$ cat config.mk
export PLATFORM = sky130hd
export DESIGN_NAME = dtree_feature_streamer
export DESIGN_NICKNAME = d
export VERILOG_FILES = /design/src/rtl/dtree_feature_streamer.sv
export SDC_FILE = /design/constraint.sdc
export NUM_CORES = 1
export LEC_CHECK = 0
export ABC_AREA = 1
export ABC_CLOCK_PERIOD_IN_PS = 2100
export BUFFER_PORTS_ARGS = -buffer_cell sky130_fd_sc_hd__clkbuf_2
export CORE_MARGIN = 3
export CORE_UTILIZATION = 53
export CTS_CLUSTER_DIAMETER = 60
export DETAILED_ROUTE_END_ITERATION = 8
export GPL_TIMING_DRIVEN = 0
export PLACE_DENSITY = 0.87
export SLEW_MARGIN = 40
export SYNTH_ARGS = -nofsm -noshare
export SYNTH_HDL_FRONTEND = slang
export SYNTH_SLANG_ARGS = --single-unit
$ cat constraint.sdc
create_clock -name clk -period 2.1 [get_ports clk]
set_clock_uncertainty 0.15 [all_clocks]
set_input_delay 0.42 -clock clk [delete_from_list [all_inputs] [get_ports clk]]
set_output_delay 0.42 -clock clk [all_outputs]
set_load 0.05 [all_outputs]
$ cat src/rtl/dtree_feature_streamer.sv
// Streams feature bytes into a vector, captures the tree class and holds it.
// Optional checksum byte after each vector: define FEATURE_CHECKSUM_EN.
module dtree_feature_streamer #(
    parameter int NUM_FEAT = 18,
    parameter int FEAT_W   = 8,
    parameter int CLS_W    = 2
) (
    input  logic                       clk,
    input  logic                       rst_n,
    input  logic                       s_valid,
    input  logic [FEAT_W-1:0]          s_data,
    output logic                       s_ready,
    output logic [NUM_FEAT*FEAT_W-1:0] feat_bus,
    input  logic [CLS_W-1:0]           cls_in,
    output logic                       m_valid,
    output logic [CLS_W-1:0]           m_class,
    output logic                       m_err,
    input  logic                       m_ready,
    output logic                       busy
);

    localparam int CNT_W = (NUM_FEAT > 1) ? $clog2(NUM_FEAT) : 1;
    localparam logic [CNT_W-1:0] LAST = CNT_W'(NUM_FEAT - 1);

    localparam logic [1:0] S_LOAD = 2'd0;
`ifdef FEATURE_CHECKSUM_EN
    localparam logic [1:0] S_CHK  = 2'd1;
`endif
    localparam logic [1:0] S_EVAL = 2'd2;
    localparam logic [1:0] S_HOLD = 2'd3;

    logic [1:0]                 r_state;
    logic [CNT_W-1:0]           r_cnt;
    logic [NUM_FEAT*FEAT_W-1:0] r_feat;
    logic                       r_m_valid;
    logic [CLS_W-1:0]           r_m_class;

    logic w_accept;
    logic w_last;
    logic w_release;

`ifdef FEATURE_CHECKSUM_EN
    assign s_ready = (r_state == S_LOAD) || (r_state == S_CHK);
`else
    assign s_ready = (r_state == S_LOAD);
`endif

    assign w_accept  = s_valid && s_ready;
    assign w_last    = (r_cnt == LAST);
    assign w_release = (r_state == S_HOLD) && r_m_valid && m_ready;

    assign feat_bus = r_feat;
    assign m_valid  = r_m_valid;
    assign m_class  = r_m_class;
    assign busy     = (r_state != S_LOAD) || (r_cnt != '0);

    // Sequencing: byte slot counter and state transitions
    always_ff @(posedge clk or negedge rst_n) begin
        if (!rst_n) begin
            r_state <= S_LOAD;
            r_cnt   <= '0;
        end else begin
            case (r_state)
                S_LOAD: begin
                    if (w_accept) begin
                        if (w_last) begin
                            r_cnt <= '0;
`ifdef FEATURE_CHECKSUM_EN
                            r_state <= S_CHK;
`else
                            r_state <= S_EVAL;
`endif
                        end else begin
                            r_cnt <= r_cnt + CNT_W'(1);
                        end
                    end
                end
`ifdef FEATURE_CHECKSUM_EN
                S_CHK: begin
                    if (w_accept) begin
                        r_state <= S_EVAL;
                    end
                end
`endif
                S_EVAL: begin
                    r_state <= S_HOLD;
                end
                S_HOLD: begin
                    if (w_release) begin
                        r_state <= S_LOAD;
                        r_cnt   <= '0;
                    end
                end
                default: begin
                    r_state <= S_LOAD;
                    r_cnt   <= '0;
                end
            endcase
        end
    end

    // Feature slots: only an accepted feature byte writes its own slot
    always_ff @(posedge clk or negedge rst_n) begin
        if (!rst_n) begin
            r_feat <= '0;
        end else if ((r_state == S_LOAD) && w_accept) begin
            for (int k = 0; k < NUM_FEAT; k++) begin
                if (r_cnt == CNT_W'(k)) begin
                    r_feat[k*FEAT_W +: FEAT_W] <= s_data;
                end
            end
        end
    end

    // Result capture on leaving EVAL, released by the downstream handshake
    always_ff @(posedge clk or negedge rst_n) begin
        if (!rst_n) begin
            r_m_valid <= 1'b0;
            r_m_class <= '0;
        end else if (r_state == S_EVAL) begin
            r_m_valid <= 1'b1;
            r_m_class <= cls_in;
        end else if (w_release) begin
            r_m_valid <= 1'b0;
        end
    end

`ifdef FEATURE_CHECKSUM_EN
    logic [7:0] r_sum;
    logic       r_chk_err;
    logic       r_m_err;

    assign m_err = r_m_err;

    // Running mod-256 sum of features and compare against the trailing byte
    always_ff @(posedge clk or negedge rst_n) begin
        if (!rst_n) begin
            r_sum     <= '0;
            r_chk_err <= 1'b0;
        end else if ((r_state == S_LOAD) && w_accept) begin
            r_sum <= r_sum + 8'(s_data);
        end else if ((r_state == S_CHK) && w_accept) begin
            r_chk_err <= (8'(s_data) != r_sum);
        end else if (w_release) begin
            r_sum <= '0;
        end
    end

    // Error flag is captured alongside the class
    always_ff @(posedge clk or negedge rst_n) begin
        if (!rst_n) begin
            r_m_err <= 1'b0;
        end else if (r_state == S_EVAL) begin
            r_m_err <= r_chk_err;
        end
    end
`else
    assign m_err = 1'b0;
`endif

endmodule

==> summary.md, run 1 <==
The tools report the launching point of the worst reg2reg path as r_cnt[0]. The tools report the count of fill cells added during filler insertion as 841. The share of the yosys chip area belonging to registers is 60.8%. For this run, the total global-route usage over all layers was measured as 26.9%.

Measured along the y axis, the die boundary spans 115 microns. For this run, the top clock speed supported by timing is 475 MHz. The routed design could run at a clock period as short as 2.11 ns. At the pin with the least slew margin, the transition time is 0.900 ns. For this run, asynchronously set or reset flops after synthesis account for 100%. The final reports fail on setup timing. The worst setup path is captured at an output pin. The combined area of all synthesized cells is 6330 sq um. By area the synthesized netlist is led by dfrtp_1 61%, nand2_1 16%, o21ai_0 6.1%. Clock transition at the registers of the reported paths: 0.06 ns. The final cycle utilization of the critical path works out to 100%. The antenna cell count was 0. The number of placement rows is 39. The cell count after synthesis came out at 686.

The max capacitance violation total was 0. The first global-routing pass estimated 27500 microns of wire. The worst hold slack after final layout was 0.0816 ns. The tools report the global route total overflow as 0. The tools report the critical path launch point as r_cnt[0]. The post-placement setup slack is 0.0253 ns, and the net count of the mapped netlist is 705. After detailed routing, the average wire length per cell comes to 16.9 microns.

For the initial antenna violation count, the log shows 0. The core region is 11600 sq um. The area added between synthesis and finish is 27.3%.

The number of buffers created by CTS was 17. The flow ran to the end, but the final reports show violations. The root buffer selected by CTS was clkbuf_16. Synthesis inferred 154 register bits. After the first detailed-routing iteration, the DRC count stood at 596. The min-delay analysis places its worst path in the category in2reg. Ranked by instance count, the synthesized netlist is headed by 276 x nand2_1, 154 x dfrtp_1, 77 x o21ai_0, 75 x nand3_1, 21 x inv_1. TritonCTS built the clock tree. The quantity of I/O buffers inserted on ports came out at 162. The layout net count is 893. During I/O placement, the number of pins put on the boundary was 164.

The share of the synthesized area in the top cell type was 60.8%; the maximum level of the CTS H-tree was 4. The number of synthesized flops with an enable pin works out to 0. Once detail routing completed, the nets flagged for antenna violations numbered 0. The detailed-router iteration count before antenna repair is 5. The final count of negative-setup-slack endpoints was 1; the ratio of cells with drive above 1 in the final layout was 27.0%. Setup repair after global routing could not meet its margin everywhere. Among all flip-flop cells after synthesis, the most frequent one is dfrtp_1. The dominant cell type by area after synthesis was dfrtp_1. No sink is reached through more buffers than the 2 on the longest clock path. The critical-path maximum fanout came out at 3. The number of slew-limit violations in the final report was 0.

By startpoint and endpoint, the worst setup path is classified as reg2out. Data arrival time of the critical path: 1.54 ns. In the final timing run, aggregate negative setup slack is -0.00726 ns. The number of warnings issued by yosys was 0. Initial standard-cell utilization of the core: 54.8%.

Number of global-route vias before repair: 5395. Among all cell types in the netlist, the one instantiated most often is nand2_1. The worst relative slew slack was 40.0%; the placed wire-length estimate was 11600 microns. The congestion estimate from routability-driven global placement came to 0.852. The worst hold path begins at cls_in[0]. The clock drives 154 sinks. The run gives -0.00726 ns as the minimum setup slack in the final design. A synthesized cell averages 9.23 sq um.

The total number of vias was 5636. In this run, distinct cell masters in the synthesized netlist total 23. The die is 115 microns wide. The overall die area was 13300 sq um; the DRC violation count after routing was 0. The clock reaches the later pin of the worst-skew pair after 0.42 ns. The total count of hold-check failures in the final report is 0, and the via count normalized by instance count is 5.48.

STA puts the critical path data required time at 1.53 ns. The nature of the critical path startpoint is a flip-flop. Summed over all layers, the routed wires come to 17400 microns.

Entering global routing, the biggest net connects 63 pins.
-- layer usage --
metal	share of wire [%]	GRT usage, %
met1	42	36.0
met2	49	42.7
met3	6.9	5.63
met4	2.9	12.1
met5	0	0
-- logic make-up (layout without fill, tap and decap cells) --
group / count (synthesis) / in the layout / share of synthesized area [%]
buf+inv: 52 / 251 / 4.31
flops: 154 / 154 / 60.8
simple gates: 387 / 387 / 26.7
other cells: 1 / 1 / 0.0592
mux: 2 / 2 / 0.355
fa+ha+maj: 5 / 5 / 0.988
compound gates: 85 / 85 / 6.72
-- timing repair --
| action | in CTS | in global routing |
|---|---|---|
| setup buffers | 4 | 0 |
| resized for setup | 7 | 6 |
| endpoints found under the hold margin | 31 | 0 |
| setup endpoints to repair | 2 | 29 |
| pin swaps | 2 | 0 |
| hold buffers | 1 | 0 |
-- stage by stage --
stage	cell area, sq um	cells	utilization [%]
floorplan	6330	686	-
CTS	8050	1028	69.6
global route	8070	1028	69.8
finish	8070	1028	69.8
global placement	7320	991	63.3
detailed placement	7390	993	63.9
-- placed cells by master (no fill, tap or decap) --
cell	count
buf_16	2
buf_2	4
buf_4	13
buf_6	2
buf_8	2
bufinv_16	4
clkbuf_1	17
clkbuf_16	17
clkbuf_2	159
clkbuf_4	1
clkbuf_8	3
clkinv_2	3
clkinvlp_4	2
conb_1	1
dfrtp_1	153
dfrtp_2	1
dlygate4sd3_1	1
ha_1	4
ha_4	1
inv_1	19
inv_2	2
mux2_2	2
nand2_1	276
nand2_4	8
nand3_1	75
nand3b_1	1
nand4_1	1
nor2_1	10
nor2_2	3
nor2_4	2
nor3_1	3
nor3_2	5
nor3_4	3
o21ai_0	77
o21ai_1	8
-- critical path, stage by stage, from the launching register on --
cell and delay (ns):
dfrtp_2 0.41, inv_2 0.10, ha_4 0.15, nand2_1 0.07
nor2_2 0.13, nand2_1 0.07, clkbuf_8 0.19
-- area by class of cell --
cell class | count | area [sq um] | share of cell area [%]
multi-input cells | 480 | 2230 | 27.7
clock inverters | 8 | 145 | 1.80
flip-flops and latches | 154 | 3850 | 47.8
inverters | 22 | 83.8 | 1.04
repair buffers | 169 | 926 | 11.5
well taps | 143 | 179 | 2.22
plain buffers | 30 | 189 | 2.34
clock buffers | 22 | 454 | 5.63
-- path summary, 6_finish.rpt --
| kind | end | cells past startpoint | slack, ns |
|---|---|---|---|
| hold reg to reg | feat_bus[73] | 2 | 0.32 |
| max in group asynchronous | feat_bus[70] | 3 | 0.89 |
| setup / recovery | busy | 6 | -0.007 |
| min in group asynchronous | m_valid | 2 | 0.32 |
| hold / removal | m_class[0] | 2 | 0.08 |
| setup reg to reg | feat_bus[63] | 7 | 0.07 |
-- registers in the layout, indices dropped and copies added (netlist names) --
register / cells
r_cnt: 5
m_valid: 1
r_state: 2
feat_bus: 144
m_class: 2
Power of run 1 is not shown: default switching activity piles up to over one toggle a cycle in this logic, so the estimate is an artifact.
==> run 2: changes to the inputs <==
--- a/config.mk
+++ b/config.mk
@@ -8,12 +8,14 @@
 export ABC_AREA = 1
 export ABC_CLOCK_PERIOD_IN_PS = 2100
 export BUFFER_PORTS_ARGS = -buffer_cell sky130_fd_sc_hd__clkbuf_2
+export CORE_ASPECT_RATIO = 2
 export CORE_MARGIN = 3
-export CORE_UTILIZATION = 53
+export CORE_UTILIZATION = 55
+export CTS_BUF_LIST = sky130_fd_sc_hd__clkbuf_2 sky130_fd_sc_hd__clkbuf_4 sky130_fd_sc_hd__clkbuf_8
 export CTS_CLUSTER_DIAMETER = 60
 export DETAILED_ROUTE_END_ITERATION = 8
 export GPL_TIMING_DRIVEN = 0
-export PLACE_DENSITY = 0.87
+export PLACE_DENSITY = 0.83
 export SLEW_MARGIN = 40
 export SYNTH_ARGS = -nofsm -noshare
 export SYNTH_HDL_FRONTEND = slang
==> summary.md, run 2 (synthesis results as in run 1) <==
Shortest period the worst path allows: 2.04 ns (-0.0676 ns). The worst path required time came out at 1.53 ns (about the same). The average wire per cell in the routed design came out at 17.0 microns (+0.80%). The clock sink total was 154 (unchanged). Sum of negative setup slack: 0 ns (+0.00726 ns). The number of slew-limit violations in the final report is 0 (unchanged). The global placer's final weighted congestion is 0.857 (+0.59%), and the via count normalized by instance count is 5.46 (-0.49%). The tools report the worst relative slew slack as 43.9% (+3.9 points). The kind of critical path was reg2out.

The critical-path maximum fanout came out at 3 (unchanged). Compared with the post-synthesis result, the final layout area differs by 25.1%. The maximum level of the CTS H-tree came out at 4 (unchanged). The chip width was 81.9 microns (-29%). The final count of negative-setup-slack endpoints was 0 (-1); the height of the die was 158 microns (+37%).

The overall global routing resource usage is 28.7% (+1.8 points), and the fmax is 490 MHz (+3.3%). The measured slew at the worst slew-check pin is 0.842 ns (-0.0583 ns), and the insertion delay to the later sink of the worst-skew pair is 0.44 ns (+0.02 ns). Leaving out fill and tap cells, the most frequent cells in the layout are 274 x nand2_1, 159 x clkbuf_2, 154 x dfrtp_1, 77 x o21ai_0, 75 x nand3_1. The clock transition at the registers of the reported paths is 0.08 ns (+0.02 ns). The initial standard-cell utilization of the core is 57.2% (+2.4 points).

For the number of placement rows, the log shows 54 (+38%). The flow ran to the end, and the final reports show no timing, DRC or antenna violations. The max capacitance violation total was 0 (unchanged); the initial antenna violation count was 0 (unchanged).

Setup repair after global routing could not meet its margin everywhere. Category of the worst setup path capture point: an output pin. The buffer depth of the longest clock path was 2 (unchanged). The tools report the data arrival time of the critical path as 1.47 ns (-0.07 ns). The global route total overflow was 0 (unchanged). TritonCTS built the clock tree. The library cell used most frequently in the layout, excluding fill and tap cells, is nand2_1. The tools report the layout net count as 896 (+0.34%). The post-detailed-routing wire length was 17500 microns (+0.90%); the total count of hold-check failures in the final report was 0 (unchanged). The logs give 5611 (+4.0%) for the number of global-route vias before repair and 436 (-27%) for the detailed router's first-iteration violation count. The first-pass GRT wire length was 28000 microns (+1.9%). The tools report the count of antenna-violating nets left after detailed routing as 0 (unchanged). The top-level I/O count is 164 (unchanged), and the number of buffers created by CTS is 17 (unchanged). The DRC violation count after routing is 0 (unchanged).

The root buffer cell chosen for the clock tree is clkbuf_8. The path category of the worst min-delay check was in2reg. The worst setup path is launched from a flip-flop. The quantity of I/O buffers inserted on ports came out at 162 (unchanged). The maximum number of pins on one net before global-route repair came out at 68 (+7.9%). For the detailed-router iteration count before antenna repair, the log shows 5 (unchanged).

The final cycle utilization of the critical path is 97.1% (-3.2 points), and the antenna cell count is 0 (unchanged). The logs give 11100 sq um (-4.2%) for the area of the core and 1029 (+0.097%) for the filler-free cell count of the finished design. The number of flip-flops in the largest register works out to 144 (unchanged). The ratio of cells with drive above 1 in the final layout was 28.0% (+1.0 points). The total number of vias came out at 5614 (-0.39%). The tools report the overall die area as 12900 sq um (-2.9%). Placed wire-length estimate: 12600 microns (+8.8%).

The number of cells in the design after placement was 990 (-0.30%).
run 2: cell count changes in the layout (fill, tap and decap cells not counted), moves of 2 or more:
cell	before	now
clkbuf_8	3	18
buf_4	13	15
nor3_2	5	2
nand2_2	0	2
nand2_1	276	274
clkinvlp_4	2	4
nor3_4	3	6
clkbuf_16	17	0
clkbuf_1	17	13
inv_6	0	4
run 2: critical path: stages (launching register included):
cell     delay (ns)
dfrtp_1        0.40
inv_2          0.09
ha_4           0.14
nand2_1        0.07
nor2_2         0.09
nand2_1        0.08
buf_8          0.16
run 2: path summary, 6_finish.rpt:
path,from,to,slack (ns),cells after the start
max,r_cnt[1],busy,0.06,6
min,cls_in[1],m_class[1],0.06,2
max reg2reg,r_cnt[0],feat_bus[47],0.11,7
min reg2reg,feat_bus[61],feat_bus[61],0.32,2
max in group asynchronous,rst_n,feat_bus[79],0.92,3
min in group asynchronous,rst_n,feat_bus[108],0.28,2
run 2: stage by stage:
step           area (sq um)  util, %  worst slack, ns  hold WS [ns]
3_3_place_gp           7320     66.1            -2.17         0.305
2_1_floorplan          6330        -            0.261       -0.0256
6_report               7930     71.5           0.0603        0.0552
5_1_grt                7930     71.5          -0.0299        0.0429
4_1_cts                7860     70.9          0.00156        0.0309
3_5_place_dp           7380     66.6           0.0436         0.183
run 2: layout make-up:
cell class	instances	area, sq um
Sequential cell	154	3850
Fill cell	887	3150
Multi-Input combinational cell	480	2260
Timing Repair Buffer	172	950
Clock buffer	18	241
Buffer	30	193
Tap cell	140	175
Clock inverter	13	169
Inverter	22	83.8
run 2: timing repair:
item / in CTS / in global routing
resized for setup: 7 / 12
pin swaps: 4 / 3
setup buffers: 4 / 3
hold endpoints to repair: 27 / 0
endpoints found under the setup margin: 2 / 43
hold buffers: 1 / 0
run 2: per-layer routing:
layer  vias to the layer above  track usage, %  share of wire [%]
met4                         0            15.7                4.4
met2                       228            49.8                 54
met5                         -               0                  0
met3                        53            5.64                5.5
met1                      2726            32.3                 36
li1                       2607               -                  -
Power of run 2 is left out for the same reason.
